**src/rtl/game_pkg.sv**
```systemverilog
// Shared constants, state encoding and setup helpers for the chicken board game.
package game_pkg;

    localparam int TILES       = 24;
    localparam int MAX_PLAYERS = 4;
    localparam int POS_W       = 5;
    localparam int PLAYER_W    = 3;

    typedef enum logic [1:0] {
        WAIT = 2'd0,
        MOVE = 2'd1,
        DONE = 2'd2
    } state_e;

    function automatic logic [PLAYER_W-1:0] players_from_N(input logic [1:0] n);
        case (n)
            2'd0:    return 3'd2;
            2'd1:    return 3'd3;
            default: return 3'd4;
        endcase
    endfunction

    // Active players are spread evenly around the board; inactive ones park at 0.
    function automatic logic [POS_W-1:0] start_pos(input logic [1:0] k,
                                                   input logic [PLAYER_W-1:0] players);
        logic [POS_W-1:0] spacing;
        case (players)
            3'd2:    spacing = POS_W'(TILES / 2);
            3'd3:    spacing = POS_W'(TILES / 3);
            default: spacing = POS_W'(TILES / 4);
        endcase
        if ({1'b0, k} >= players) begin
            return '0;
        end
        return {3'b000, k} * spacing;
    endfunction

endpackage

```
**src/rtl/turn_rotator.sv**
```systemverilog
// Picks the next player in turn order, wrapping past the last active player.
module turn_rotator
    import game_pkg::*;
(
    input  logic [1:0]          turn_i,
    input  logic [PLAYER_W-1:0] players_i,
    output logic [1:0]          next_turn_o
);

    always_comb begin
        if (({1'b0, turn_i} + 3'd1) >= players_i) begin
            next_turn_o = 2'd0;
        end else begin
            next_turn_o = turn_i + 2'd1;
        end
    end

endmodule

```
**src/rtl/turn_scheduler.sv**
```systemverilog
// Turn sequencer: owns turn order, emits one advance pulse per tile won and
// mirrors every player's position and distance to spot the winner.
module turn_scheduler
    import game_pkg::*;
#(
    parameter int TILES  = game_pkg::TILES,
    parameter int STEP_W = 2
) (
    input  logic              clk_i,
    input  logic              rst_i,
    input  logic [1:0]        n_i,
    input  logic              new_game_i,
    input  logic              go_i,
    input  logic              hit_i,
    input  logic [STEP_W-1:0] steps_i,
    output logic [3:0]        p_da_o,
    output logic [1:0]        turn_o,
    output logic              busy_o,
    output logic [POS_W-1:0]  pos0_o,
    output logic [POS_W-1:0]  pos1_o,
    output logic [POS_W-1:0]  pos2_o,
    output logic [POS_W-1:0]  pos3_o,
    output logic              winner_valid_o,
    output logic [1:0]        winner_o
);

    state_e              state_q, state_d;
    logic [PLAYER_W-1:0] players_q, eff_players;
    logic                load_pend_q;
    logic [POS_W-1:0]    pos_q  [MAX_PLAYERS];
    logic [POS_W-1:0]    pos_d  [MAX_PLAYERS];
    logic [POS_W-1:0]    eff_pos[MAX_PLAYERS];
    logic [POS_W-1:0]    dist_q [MAX_PLAYERS];
    logic [POS_W-1:0]    dist_d [MAX_PLAYERS];
    logic [STEP_W-1:0]   rem_q, rem_d;
    logic [1:0]          turn_q, turn_d, winner_q, winner_d, next_turn;
    logic [3:0]          p_da_q, p_da_d;
    logic [POS_W-1:0]    dist_cur, dist_inc;
    logic                win_step, last_step;

    // Until the first edge after reset, N is taken live so outputs already show
    // the N-derived layout; that edge then latches it like a new_game would.
    always_comb begin
        eff_players = load_pend_q ? players_from_N(n_i) : players_q;
        for (int k = 0; k < MAX_PLAYERS; k++) begin
            eff_pos[k] = load_pend_q ? start_pos(2'(k), eff_players) : pos_q[k];
        end
    end

    turn_rotator u_turn_rotator (
        .turn_i      (turn_q),
        .players_i   (eff_players),
        .next_turn_o (next_turn)
    );

    always_comb begin
        dist_cur  = dist_q[turn_q];
        dist_inc  = (dist_cur == 5'd31) ? dist_cur : dist_cur + 5'd1;
        win_step  = (dist_inc >= POS_W'(TILES));
        last_step = (rem_q == STEP_W'(1));
    end

    always_ff @(posedge clk_i or posedge rst_i) begin
        if (rst_i) begin
            state_q <= WAIT;
        end else begin
            state_q <= state_d;
        end
    end

    always_comb begin
        state_d = state_q;
        if (new_game_i) begin
            state_d = WAIT;
        end else begin
            case (state_q)
                WAIT: if (go_i && hit_i) state_d = MOVE;
                MOVE: begin
                    if (win_step) begin
                        state_d = DONE;
                    end else if (last_step) begin
                        state_d = WAIT;
                    end
                end
                default: state_d = state_q;
            endcase
        end
    end

    // Decoded from next state so the registered enable lines up with the move.
    always_comb begin
        p_da_d = (state_d == MOVE) ? (4'b0001 << turn_d) : 4'b0000;
    end

    always_comb begin
        turn_d   = turn_q;
        rem_d    = rem_q;
        winner_d = winner_q;
        pos_d    = eff_pos;
        dist_d   = dist_q;
        if (new_game_i) begin
            turn_d   = 2'd0;
            rem_d    = '0;
            winner_d = 2'd0;
            for (int k = 0; k < MAX_PLAYERS; k++) begin
                pos_d[k]  = start_pos(2'(k), players_from_N(n_i));
                dist_d[k] = '0;
            end
        end else if (state_q == WAIT && go_i) begin
            if (hit_i) begin
                rem_d = (steps_i == '0) ? STEP_W'(1) : steps_i;
            end else begin
                turn_d = next_turn;
            end
        end else if (state_q == MOVE) begin
            pos_d[turn_q]  = (eff_pos[turn_q] == POS_W'(TILES - 1)) ? '0
                                                                     : eff_pos[turn_q] + 5'd1;
            dist_d[turn_q] = dist_inc;
            rem_d          = rem_q - STEP_W'(1);
            if (win_step) begin
                winner_d = turn_q;
            end
        end
    end

    always_ff @(posedge clk_i or posedge rst_i) begin
        if (rst_i) begin
            load_pend_q <= 1'b1;
            players_q   <= 3'd2;
            turn_q      <= 2'd0;
            rem_q       <= '0;
            winner_q    <= 2'd0;
            p_da_q      <= 4'b0000;
            for (int k = 0; k < MAX_PLAYERS; k++) begin
                pos_q[k]  <= '0;
                dist_q[k] <= '0;
            end
        end else begin
            load_pend_q <= 1'b0;
            players_q   <= new_game_i ? players_from_N(n_i) : eff_players;
            turn_q      <= turn_d;
            rem_q       <= rem_d;
            winner_q    <= winner_d;
            p_da_q      <= p_da_d;
            pos_q       <= pos_d;
            dist_q      <= dist_d;
        end
    end

    assign p_da_o         = p_da_q;
    assign turn_o         = turn_q;
    assign busy_o         = (state_q == MOVE);
    assign winner_valid_o = (state_q == DONE);
    assign winner_o       = winner_q;
    assign pos0_o         = eff_pos[0];
    assign pos1_o         = eff_pos[1];
    assign pos2_o         = eff_pos[2];
    assign pos3_o         = eff_pos[3];

endmodule

```
**config.mk**
```make
export PLATFORM = sky130hd
export DESIGN_NAME = turn_scheduler
export DESIGN_NICKNAME = d
export VERILOG_FILES = /design/src/rtl/game_pkg.sv /design/src/rtl/turn_rotator.sv /design/src/rtl/turn_scheduler.sv
export SDC_FILE = /design/constraint.sdc
export NUM_CORES = 1
export LEC_CHECK = 0
export BUFFER_PORTS_ARGS = -buffer_cell sky130_fd_sc_hd__buf_2
export CAP_MARGIN = 5
export CORE_MARGIN = 3
export CORE_UTILIZATION = 60
export CTS_BUF_LIST = sky130_fd_sc_hd__clkbuf_4 sky130_fd_sc_hd__clkbuf_8
export DETAILED_ROUTE_END_ITERATION = 7
export GPL_ROUTABILITY_DRIVEN = 0
export PLACE_DENSITY = 0.87
export SLEW_MARGIN = 20
export SYNTH_ARGS = -nofsm -noshare
export SYNTH_HDL_FRONTEND = slang
export SYNTH_SLANG_ARGS = --single-unit
```
**constraint.sdc**
```tcl
create_clock -name clk_i -period 6 [get_ports clk_i]
set_clock_uncertainty 0.2 [all_clocks]
set_input_delay 0.6 -clock clk_i [delete_from_list [all_inputs] [get_ports clk_i]]
set_output_delay 0.6 -clock clk_i [all_outputs]
set_load 0.01 [all_outputs]
```
==> qor.log, run 1 <==
INFO  run_status     outcome=finished clean
INFO  worst_setup_path r2r_slack=2210ps
INFO  worst_setup_path worst_r2r_path_depth=8
INFO  drt            drt-vias-per-instance=5.993
INFO  logic_synthesis ys.flop_type=sky130_fd_sc_hd__dfrtp_1
INFO  final_layout   design_area=3654um^2
INFO  logic_synthesis syn-cell-area=3364um^2
INFO  logic_synthesis post_synth_most_frequent_cells=54 x sky130_fd_sc_hd__dfrtp_1, 48 x sky130_fd_sc_hd__nand2_1, 40 x sky130_fd_sc_hd__nor2_1
INFO  grt            grt_first_pass_wirelength=13030um
INFO  worst_setup_path max_stage_delay=1020ps
INFO  grt            grt_overflow=0
INFO  drt            first_iter_violations=193
INFO  worst_setup_path critPathMostFrequentCell=sky130_fd_sc_hd__ha_1
INFO  placed_design  portBuffers=38
INFO  drt            route.antenna.remaining_nets=0
INFO  timing         hold_violations=0
INFO  drt            routed_wire_length_per_instance=17.21um
INFO  worst_setup_path worstSetupStartpoint=turn_o[0]
INFO  worst_setup_path regToRegEndpoint=p_da_o[3]
INFO  clock_network  clk_pin_slew=100ps
INFO  logic_synthesis synth-warning-count=0
INFO  worst_setup_path critical_path.max_fanout=23
INFO  floorplan      initial_core_util=63.84%
INFO  worst_setup_path timing.critical_path.max_delay_family=flip-flops
INFO  clock_network  clk-insertion-delay-late=310ps
INFO  worst_setup_path startpoint_type=flop
INFO  timing         timing.final.crit_period=3793ps
INFO  floorplan      die_width=80.88um
INFO  timing         fin_crit_sh=63.21%
INFO  logic_synthesis synthesis.instances=353
INFO  worst_setup_path worst_ep_arrival_time=3840ps
INFO  final_layout   insertedDiodeCount=0
INFO  grt            grt_start_max_net_pins=57
INFO  worst_setup_path worst_path_max_delay_cell=sky130_fd_sc_hd__dfrtp_1
INFO  timing         max_freq=0.2637GHz
INFO  drt            dr_total_vias=2703
INFO  floorplan      ios=39
INFO  clock_network  cts_buffer_depth=2
INFO  final_layout   layout.cells.non_filler=451
INFO  logic_synthesis yosys.area.top_type=sky130_fd_sc_hd__dfrtp_1
INFO  floorplan      die_area=6542um^2
INFO  final_layout   num-nets-final=399
INFO  timing         worst_pin_slew=1012ps
INFO  final_layout   synthToLayoutAreaGrowth=8.590%
INFO  placed_design  place_area=3542um^2
INFO  power          power-per-cell-area=214.2nW/um^2
INFO  power          leakage_power_summed_over_all_cells=1.661nW
INFO  worst_setup_path setup.worst_path.class=reg2reg
INFO  final_layout   post_route_cells_drive_above_1_share=21.78%
INFO  job            max_cap_violations=0
INFO  logic_synthesis post-synth-top-count-cell=sky130_fd_sc_hd__dfrtp_1
INFO  power          max-vdd-ir-drop=0.1331mV
INFO  worst_setup_path cp.required=6050ps
INFO  floorplan      fp.coreArea=5270um^2
INFO  logic_synthesis synth_cell_type_count=63
INFO  worst_setup_path cp.buffers_inverters=1
INFO  timing         grt_setup_unrepaired=false
INFO  final_layout   fillerInstances=418
INFO  timing         timing.max_slew.rel_slack=32.53%
INFO  clock_network  numCtsBuffers=5
INFO  logic_synthesis ys_seq_area_share=41.73%
INFO  placed_design  detailed_place_hpwl=5295um
INFO  drt            drt-total-wl=7763um
INFO  drt            first_pass_iters=4
INFO  drt            dr_drc_count=0
INFO  timing         finalSetupTns=0ps
INFO  hold_path      hold_path_class=in2async
INFO  clock_network  tritoncts=done
INFO  clock_network  root_buffer=sky130_fd_sc_hd__clkbuf_8
INFO  clock_network  tritoncts_num_sinks=56
INFO  worst_setup_path worstReg2RegStart=turn_o[0]
INFO  worst_setup_path timing.critical_path.depth=8
INFO  logic_synthesis synth_area_leaders=sky130_fd_sc_hd__dfrtp_1 40%, sky130_fd_sc_hd__nand2_1 5.4%, sky130_fd_sc_hd__mux2i_1 4.8%
INFO  timing         finalSetupViolCount=0
INFO  logic_synthesis area_share_of_the_largest_cell_type_after_synthesis=40.16%
INFO  clock_network  htree_levels=2
INFO  logic_synthesis synth-edff-count=0
INFO  floorplan      rows=26
INFO  grt            number_of_antenna_violations_at_the_first_check_in_global_routing=0
INFO  grt            first_global_vias=2626
INFO  grt            grtUsageTotal=25.84%
INFO  clock_network  cts.repair_timing.setup_buffer_count=0
INFO  clock_network  post_cts.resized_instances=0
INFO  clock_network  ctsHoldBuffers=0
INFO  worst_setup_path worstPathCellList=clkinv_1 > ha_1 > ha_1 > a21o_1 > a211oi_1 > nand2_1 > mux2_2 > nor2_1
INFO  logic_synthesis asyncSetResetFlopFracSynth=100.0%
INFO  placed_design  dpl.cell_count=443
INFO  timing         number_of_max_slew_violations_in_the_final_report=0
INFO  floorplan      dieHeight=80.88um
INFO  logic_synthesis syn-num-nets=372
INFO  worst_setup_path setup.worst_path.end=p_da_o[3]
INFO  worst_setup_path worstSetupEndpointType=flop
INFO  logic_synthesis yosys_register_bits=56
INFO  logic_synthesis avgSynthCellArea=9.531um^2
[layout make-up]
cell class / instances / area (um^2) / area share (%)
clock buffer: 5 / 68.82 / 1.884
multi-input combinational: 259 / 1782 / 48.77
tap: 70 / 87.58 / 2.397
clock inverter: 3 / 42.54 / 1.164
inverter: 19 / 71.32 / 1.952
sequential: 56 / 1404 / 38.42
timing repair buffer: 39 / 197.7 / 5.411
[worst min path at each step]
stage                 from     endpoint  slack [ps]  cells after the start
6_report             rst_i     pos_q[0]         270                      3
5_1_grt              rst_i     pos_q[0]         310                      3
4_1_cts              rst_i     pos_q[0]         290                      3
3_5_place_dp   winner_o[0]  winner_o[0]         310                      2
3_3_place_gp   winner_o[1]  winner_o[1]         300                      2
2_1_floorplan   dist_q[13]   dist_q[13]         300                      2
[flip-flops by register name (all words and copies together), names as in the netlist]
signal	cells
dist_q	20
load_pend_q	1
p_da_o	4
players_q	3
pos_q	20
rem_q	2
state_q	2
turn_o	2
winner_o	2
[cell families after synthesis]
family	after synthesis	synth area share [%]
adders and majority gates	10	3.719
muxes	28	11.34
buffers and inverters	38	5.318
DFF	56	41.73
other	1	0.1115
AOI/OAI and AO/OA	81	16.25
and+or+nand+nor	136	20.53
xor gates and xnor gates	3	1.004
[metrics by stage]
stage / worst slack [ps] / utilization, % / hold WS (ps) / total power, W
after floorplan: 3226 / - / 297.4 / 0.0005072
after global placement: 2448 / 67.21 / 296.9 / 0.0005351
after detailed placement: 2274 / 67.21 / 310.4 / 0.0005409
after CTS: 2259 / 69.33 / 291.3 / 0.0007862
after global routing: 1905 / 69.33 / 311.0 / 0.0008190
final: 2207 / 69.33 / 265.4 / 0.0007826
[layer usage]
layer | track usage (%) | up-vias | part of all wire, %
li1 | - | 1276 | -
met1 | 36.46 | 1299 | 43
met2 | 39.74 | 110 | 48
met3 | 4.878 | 18 | 7.0
met4 | 9.797 | 0 | 2.3
met5 | 0 | - | 0
[placed cells by master (no fill, tap or decap), types with 2 or more instances in the layout]
master	instances
sky130_fd_sc_hd__ha_1	10
sky130_fd_sc_hd__o21ai_0	14
sky130_fd_sc_hd__and2b_1	3
sky130_fd_sc_hd__dfrtp_1	54
sky130_fd_sc_hd__mux2_2	3
sky130_fd_sc_hd__nor2_1	40
sky130_fd_sc_hd__nand3_1	5
sky130_fd_sc_hd__dfstp_2	2
sky130_fd_sc_hd__and2_1	6
sky130_fd_sc_hd__nand2_1	48
sky130_fd_sc_hd__a21o_1	2
sky130_fd_sc_hd__nand2_2	2
sky130_fd_sc_hd__a31oi_1	4
sky130_fd_sc_hd__inv_1	17
sky130_fd_sc_hd__nand3_2	2
sky130_fd_sc_hd__nor3_1	5
sky130_fd_sc_hd__clkbuf_8	5
sky130_fd_sc_hd__buf_2	38
sky130_fd_sc_hd__nand2b_1	5
sky130_fd_sc_hd__nor2b_1	10
sky130_fd_sc_hd__a21oi_1	29
sky130_fd_sc_hd__o31ai_2	2
sky130_fd_sc_hd__a211oi_1	9
sky130_fd_sc_hd__mux2i_1	16
sky130_fd_sc_hd__mux2_4	2
sky130_fd_sc_hd__mux4_2	7
sky130_fd_sc_hd__a21boi_0	3
[worst register-to-register path, cell delays in order, from the launching register on]
cell,delay (ps)
sky130_fd_sc_hd__dfrtp_1,1020
sky130_fd_sc_hd__clkinv_1,560
sky130_fd_sc_hd__ha_1,500
sky130_fd_sc_hd__ha_1,320
sky130_fd_sc_hd__a21o_1,170
sky130_fd_sc_hd__a211oi_1,430
sky130_fd_sc_hd__nand2_1,150
sky130_fd_sc_hd__mux2_2,290
sky130_fd_sc_hd__nor2_1,80
[power by group]
part           switching (W)  internal (W)
clock               0.000123      0.000124
combinational      0.0000791     0.0000489
sequential         0.0000153      0.000392
total               0.000218      0.000565
(Power assumes the default switching activity.)
==> run 2, diff against run 1 <==
==> constraint.sdc (replaced) <==
create_clock -name clk_i -period 3.5 [get_ports clk_i]
set_clock_uncertainty 0.2 [all_clocks]
set_input_delay 0.35 -clock clk_i [delete_from_list [all_inputs] [get_ports clk_i]]
set_output_delay 0.35 -clock clk_i [all_outputs]
set_load 0.01 [all_outputs]
==> qor.log, run 2 (synthesis gave the netlist of run 1 again) <==
INFO  worst_setup_path cp.required=3540ps
INFO  drt            first_iter_violations=201
INFO  grt            first_global_vias=2676
INFO  final_layout   footprint_of_the_multi_input_gates=1782um^2
INFO  worst_setup_path critical_path.max_fanout=11
INFO  power          max-vdd-ir-drop=0.2118mV
INFO  final_layout   seqCellArea=1404um^2
INFO  worst_setup_path setup.worst_path.class=reg2reg
INFO  clock_network  clk_pin_slew=100ps
INFO  job            max_cap_violations=0
INFO  placed_design  portBuffers=38
INFO  worst_setup_path timing.critical_path.max_delay_family=adder cells
INFO  floorplan      die_area=6542um^2
INFO  clock_network  htree_levels=2
INFO  timing         number_of_max_slew_violations_in_the_final_report=0
INFO  drt            drt-total-wl=8208um
INFO  timing         finalSetupViolCount=0
INFO  worst_setup_path critPathMostFrequentCell=sky130_fd_sc_hd__ha_1
INFO  clock_network  tritoncts_num_sinks=56
INFO  clock_network  numCtsBuffers=5
INFO  timing         timing.final.crit_period=3057ps
INFO  floorplan      initial_core_util=63.84%
INFO  floorplan      rows=26
INFO  worst_setup_path worstSetupEndpointType=flop
INFO  final_layout   insertedDiodeCount=0
INFO  drt            dr_drc_count=0
INFO  floorplan      dieHeight=80.88um
INFO  placed_design  detailed_place_hpwl=5615um
INFO  worst_setup_path r2r_slack=440ps
INFO  power          power-per-cell-area=367.8nW/um^2
INFO  worst_setup_path cp.buffers_inverters=1
INFO  worst_setup_path max_stage_delay=700ps
INFO  timing         hold_violations=0
INFO  power          leakage_power_summed_over_all_cells=1.694nW
INFO  final_layout   layout.core_utilization=70.23%
INFO  worst_setup_path startpoint_type=flop
INFO  final_layout   fillerInstances=425
INFO  clock_network  clk-insertion-delay-late=310ps
INFO  clock_network  cts_buffer_depth=2
INFO  timing         finalSetupTns=0ps
INFO  grt            grt_start_max_net_pins=49
INFO  floorplan      die_width=80.88um
INFO  drt            first_pass_iters=4
INFO  floorplan      ios=39
INFO  timing         max_freq=0.3271GHz
INFO  final_layout   synthToLayoutAreaGrowth=10.00%
INFO  clock_network  tritoncts=done
INFO  drt            dr_total_vias=2730
INFO  placed_design  place_area=3580um^2
INFO  grt            grt_overflow=0
INFO  grt            grtUsageTotal=26.79%
INFO  worst_setup_path worstPathCellList=clkinv_1 > ha_1 > ha_1 > a21o_1 > a211oi_1 > nand2_1 > mux2_2 > nor2_1
INFO  drt            routed_wire_length_per_instance=17.96um
INFO  drt            route.antenna.remaining_nets=0
INFO  timing         grt_setup_unrepaired=false
INFO  hold_path      hold_path_class=in2reg
INFO  floorplan      fp.coreArea=5270um^2
INFO  clock_network  post_cts.resized_instances=0
INFO  clock_network  root_buffer=sky130_fd_sc_hd__clkbuf_8
INFO  grt            grt_first_pass_wirelength=13400um
INFO  grt            number_of_antenna_violations_at_the_first_check_in_global_routing=0
INFO  final_layout   design_area=3701um^2
INFO  final_layout   num-nets-final=405
INFO  worst_setup_path worst_path_max_delay_cell=sky130_fd_sc_hd__dfrtp_1
INFO  final_layout   layout_commonest_cell=sky130_fd_sc_hd__dfrtp_1
INFO  worst_setup_path worst_ep_arrival_time=3100ps
INFO  timing         fin_crit_sh=87.34%
INFO  drt            drt-vias-per-instance=5.974
INFO  run_status     outcome=finished clean
INFO  timing         timing.max_slew.rel_slack=44.66%
INFO  final_layout   layout.cells.most_common_list=54 x sky130_fd_sc_hd__dfrtp_1, 48 x sky130_fd_sc_hd__nand2_1, 40 x sky130_fd_sc_hd__nor2_1
INFO  clock_network  cts.repair_timing.setup_buffer_count=0
INFO  timing         worst_pin_slew=828.4ps
INFO  final_layout   post_route_cells_drive_above_1_share=22.74%
-- run 2: power by group --
group	switching (W)	internal, W
Combinational	0.000145	0.0000879
Clock	0.000216	0.000221
Sequential	0.0000185	0.000673
-- run 2: per-layer routing --
metal | GRT usage (%) | up-vias | routed length [um]
met2 | 43.35 | 111 | 3930
li1 | - | 1283 | -
met1 | 36.40 | 1325 | 3530
met4 | 8.784 | 0 | 119
met5 | 0 | - | 0
met3 | 5.100 | 11 | 628
-- run 2: path summary, 6_finish.rpt --
kind,cells past startpoint,startpoint,end
max,8,turn_o[0],p_da_o[3]
min,3,hit_i,state_q[0]
max reg2reg,8,turn_o[0],p_da_o[3]
min reg2reg,2,dist_q[7],dist_q[7]
max in group asynchronous,4,rst_i,dist_q[14]
min in group asynchronous,3,rst_i,pos_q[18]
-- run 2: area by class of cell --
class,instances,share of cell area [%]
multi-input cells,259,48.14
flip-flops and latches,56,37.93
repair buffers,45,6.626
well taps,70,2.366
clock buffers,6,2.062
inverters,19,1.927
clock inverters,2,0.9466
-- run 2: through the flow --
stage	hold slack, ps	total power, W	std cells	setup slack [ps]
finish	148.0	0.001361	457	443.0
global placement	295.0	0.0009229	448	663.5
CTS	134.3	0.001361	457	468.1
global route	144.4	0.001416	457	270.1
detailed placement	310.9	0.0009318	448	516.0
floorplan	297.4	0.0008695	353	726.2
-- run 2: tightest hold or removal path, stage by stage --
cell and delay [ps]:
sky130_fd_sc_hd__buf_2 110, sky130_fd_sc_hd__nand2_1 80, sky130_fd_sc_hd__a31oi_1 90
-- run 2: what timing repair did --
item                                   CTS  global route
endpoints found under the hold margin   32             0
setup endpoints to repair                0             0
hold buffers                             1             0
==> run 3, diff against run 2 <==
--- a/config.mk
+++ b/config.mk
@@ -12,6 +12,7 @@
 export CTS_BUF_LIST = sky130_fd_sc_hd__clkbuf_4 sky130_fd_sc_hd__clkbuf_8
 export DETAILED_ROUTE_END_ITERATION = 7
 export GPL_ROUTABILITY_DRIVEN = 0
+export MAX_ROUTING_LAYER = met4
 export PLACE_DENSITY = 0.87
 export SLEW_MARGIN = 20
 export SYNTH_ARGS = -nofsm -noshare
==> qor.log, run 3 (synthesis gave the netlist of run 1 again) <==
INFO  timing         fin_crit_sh=87.70%
INFO  worst_setup_path critical_path.max_fanout=11
INFO  clock_network  tritoncts_num_sinks=56
INFO  clock_network  clk-insertion-delay-late=310ps
INFO  hold_path      hold_path_class=in2reg
INFO  clock_network  numCtsBuffers=5
INFO  power          max-vdd-ir-drop=0.2120mV
INFO  clock_network  post_cts.resized_instances=0
INFO  final_layout   post_route_cells_drive_above_1_share=22.74%
INFO  placed_design  portBuffers=38
INFO  run_status     outcome=finished clean
INFO  power          power.share.clock=32.0%
INFO  floorplan      initial_core_util=63.84%
INFO  worst_setup_path r2r_slack=430ps
INFO  power          power.net_switching=0.0003776W
INFO  final_layout   layout.cells.most_common_list=54 x sky130_fd_sc_hd__dfrtp_1, 48 x sky130_fd_sc_hd__nand2_1, 40 x sky130_fd_sc_hd__nor2_1
INFO  drt            first_iter_violations=238
INFO  floorplan      die_area=6542um^2
INFO  floorplan      die_width=80.88um
INFO  grt            grt_first_pass_wirelength=13430um
INFO  worst_setup_path cp.required=3550ps
INFO  worst_setup_path worst_r2r_path_depth=8
INFO  grt            first_global_vias=2667
INFO  timing         grt_setup_unrepaired=false
INFO  drt            top_signal_layer_used=met4
INFO  timing         worst_pin_slew=810.6ps
INFO  power          leakage_power_summed_over_all_cells=1.694nW
INFO  grt            number_of_antenna_violations_at_the_first_check_in_global_routing=0
INFO  drt            dr_drc_count=0
INFO  placed_design  placement.setup.worst_slack=516.0ps
INFO  drt            drt-vias-per-instance=6.048
INFO  worst_setup_path worstPathCellList=clkinv_1 > ha_1 > ha_1 > a21o_1 > a211oi_1 > nand2_1 > mux2_2 > nor2_1
INFO  final_layout   layout.core_utilization=70.23%
INFO  worst_setup_path critPathMostFrequentCell=sky130_fd_sc_hd__ha_1
INFO  timing         hold_violations=0
INFO  drt            drt-total-wl=8164um
INFO  floorplan      rows=26
INFO  worst_setup_path startpoint_type=flop
INFO  final_layout   design_area=3701um^2
INFO  power          comb_power_share=17.1%
INFO  timing         finalSetupViolCount=0
INFO  power          power-per-cell-area=367.1nW/um^2
INFO  worst_setup_path max_stage_delay=700ps
INFO  hold_path      hold_path_depth=3
INFO  grt            grt_start_max_net_pins=49
INFO  drt            dr_wl_met3=593um
INFO  timing         finalSetupTns=0ps
INFO  drt            routed_wire_length_per_instance=17.86um
INFO  worst_setup_path regToRegEndpoint=p_da_o[3]
INFO  timing         timing.max_slew.rel_slack=45.85%
INFO  timing         final.setup.worst_slack=430.5ps
INFO  drt            m1WireLength=3465um
INFO  worst_setup_path worst_path_max_delay_cell=sky130_fd_sc_hd__dfrtp_1
INFO  timing         fin_hold_ws=142.0ps
INFO  job            max_cap_violations=0
INFO  power          p_int=0.0009812W
INFO  clock_network  clk_pin_slew=100ps
INFO  clock_network  root_buffer=sky130_fd_sc_hd__clkbuf_8
INFO  final_layout   synthToLayoutAreaGrowth=10.00%
INFO  clock_network  cts.repair_timing.setup_buffer_count=0
INFO  final_layout   insertedDiodeCount=0
INFO  worst_setup_path setup.worst_path.class=reg2reg
INFO  grt            grtUsageTotal=27.63%
INFO  drt            wl_met2=3930um
INFO  floorplan      fp.coreArea=5270um^2
INFO  floorplan      dieHeight=80.88um
INFO  timing         timing.final.crit_period=3069ps
INFO  drt            first_pass_iters=4
INFO  clock_network  htree_levels=2
INFO  placed_design  place_area=3580um^2
INFO  timing         max_freq=0.3258GHz
INFO  final_layout   num-nets-final=405
INFO  power          power_switching_share=27.79%
INFO  grt            grt_overflow=0
INFO  worst_setup_path worstSetupEndpointType=flop
INFO  drt            dr_total_vias=2764
INFO  floorplan      ios=39
INFO  drt            route.antenna.remaining_nets=0
INFO  timing         number_of_max_slew_violations_in_the_final_report=0
INFO  worst_setup_path worst_ep_arrival_time=3120ps
INFO  worst_setup_path worstReg2RegStart=turn_o[0]
INFO  worst_setup_path setup.worst_path.end=p_da_o[3]
INFO  power          share_seq_of_total_power=50.9%
INFO  clock_network  cts_buffer_depth=2
INFO  clock_network  tritoncts=done
INFO  worst_setup_path worstSetupStartpoint=turn_o[0]
INFO  placed_design  detailed_place_hpwl=5615um
INFO  final_layout   layout_commonest_cell=sky130_fd_sc_hd__dfrtp_1
## run 3: cell counts in the layout (fill, tap and decap cells not counted)
No cell type changed its count.
## run 3: worst max-delay path, delay by kind of cell, from the launching register on
family | cells | cell delay, ps
simple gates | 2 | 260
mux | 1 | 300
fa+ha+maj | 2 | 720
buf+inv | 1 | 200
flops | 1 | 700
compound gates | 2 | 630
## run 3: worst min-delay path by stage
| stage | slack (ps) | end | startpoint |
|---|---|---|---|
| after global placement | 290 | winner_o[1] | winner_o[1] |
| after floorplan | 300 | dist_q[13] | dist_q[13] |
| after detailed placement | 310 | winner_o[1] | winner_o[1] |
| after CTS | 130 | state_q[0] | hit_i |
| after global routing | 140 | state_q[0] | hit_i |
| final | 140 | state_q[0] | hit_i |
## run 3: stage by stage
stage          power (W)  instances
2_1_floorplan  0.0008695        353
3_3_place_gp   0.0009229        448
3_5_place_dp   0.0009318        448
4_1_cts         0.001361        457
5_1_grt         0.001417        457
6_report        0.001359        457
## run 3: per-layer routing
layer	up-vias	track usage, %
met3	17	4.435
met1	1365	36.83
li1	1281	-
met2	101	43.51
met5	-	-
met4	0	8.784
## run 3: area by class of cell
cell class | instances | area (um^2)
clock buffer | 6 | 76.32
timing repair buffer | 45 | 245.2
sequential | 56 | 1404
inverter | 19 | 71.32
multi-input combinational | 259 | 1782
tap | 70 | 87.58
clock inverter | 2 | 35.03
fill | 425 | 1569
## run 3: timing repair
| action | 4_1_cts | 5_1_grt |
|---|---|---|
| hold buffers | 1 | 0 |
| setup endpoints to repair | 0 | 0 |
| endpoints found under the hold margin | 32 | 0 |
## run 3: power groups by stage
stage	clock network, W	registers (W)	logic, W
after floorplan	0	0.000697	0.000173
after global placement	0	0.000702	0.000221
after detailed placement	0	0.000704	0.000228
after CTS	0.000438	0.000691	0.000232
after global routing	0.000464	0.000695	0.000259
final	0.000435	0.000691	0.000233
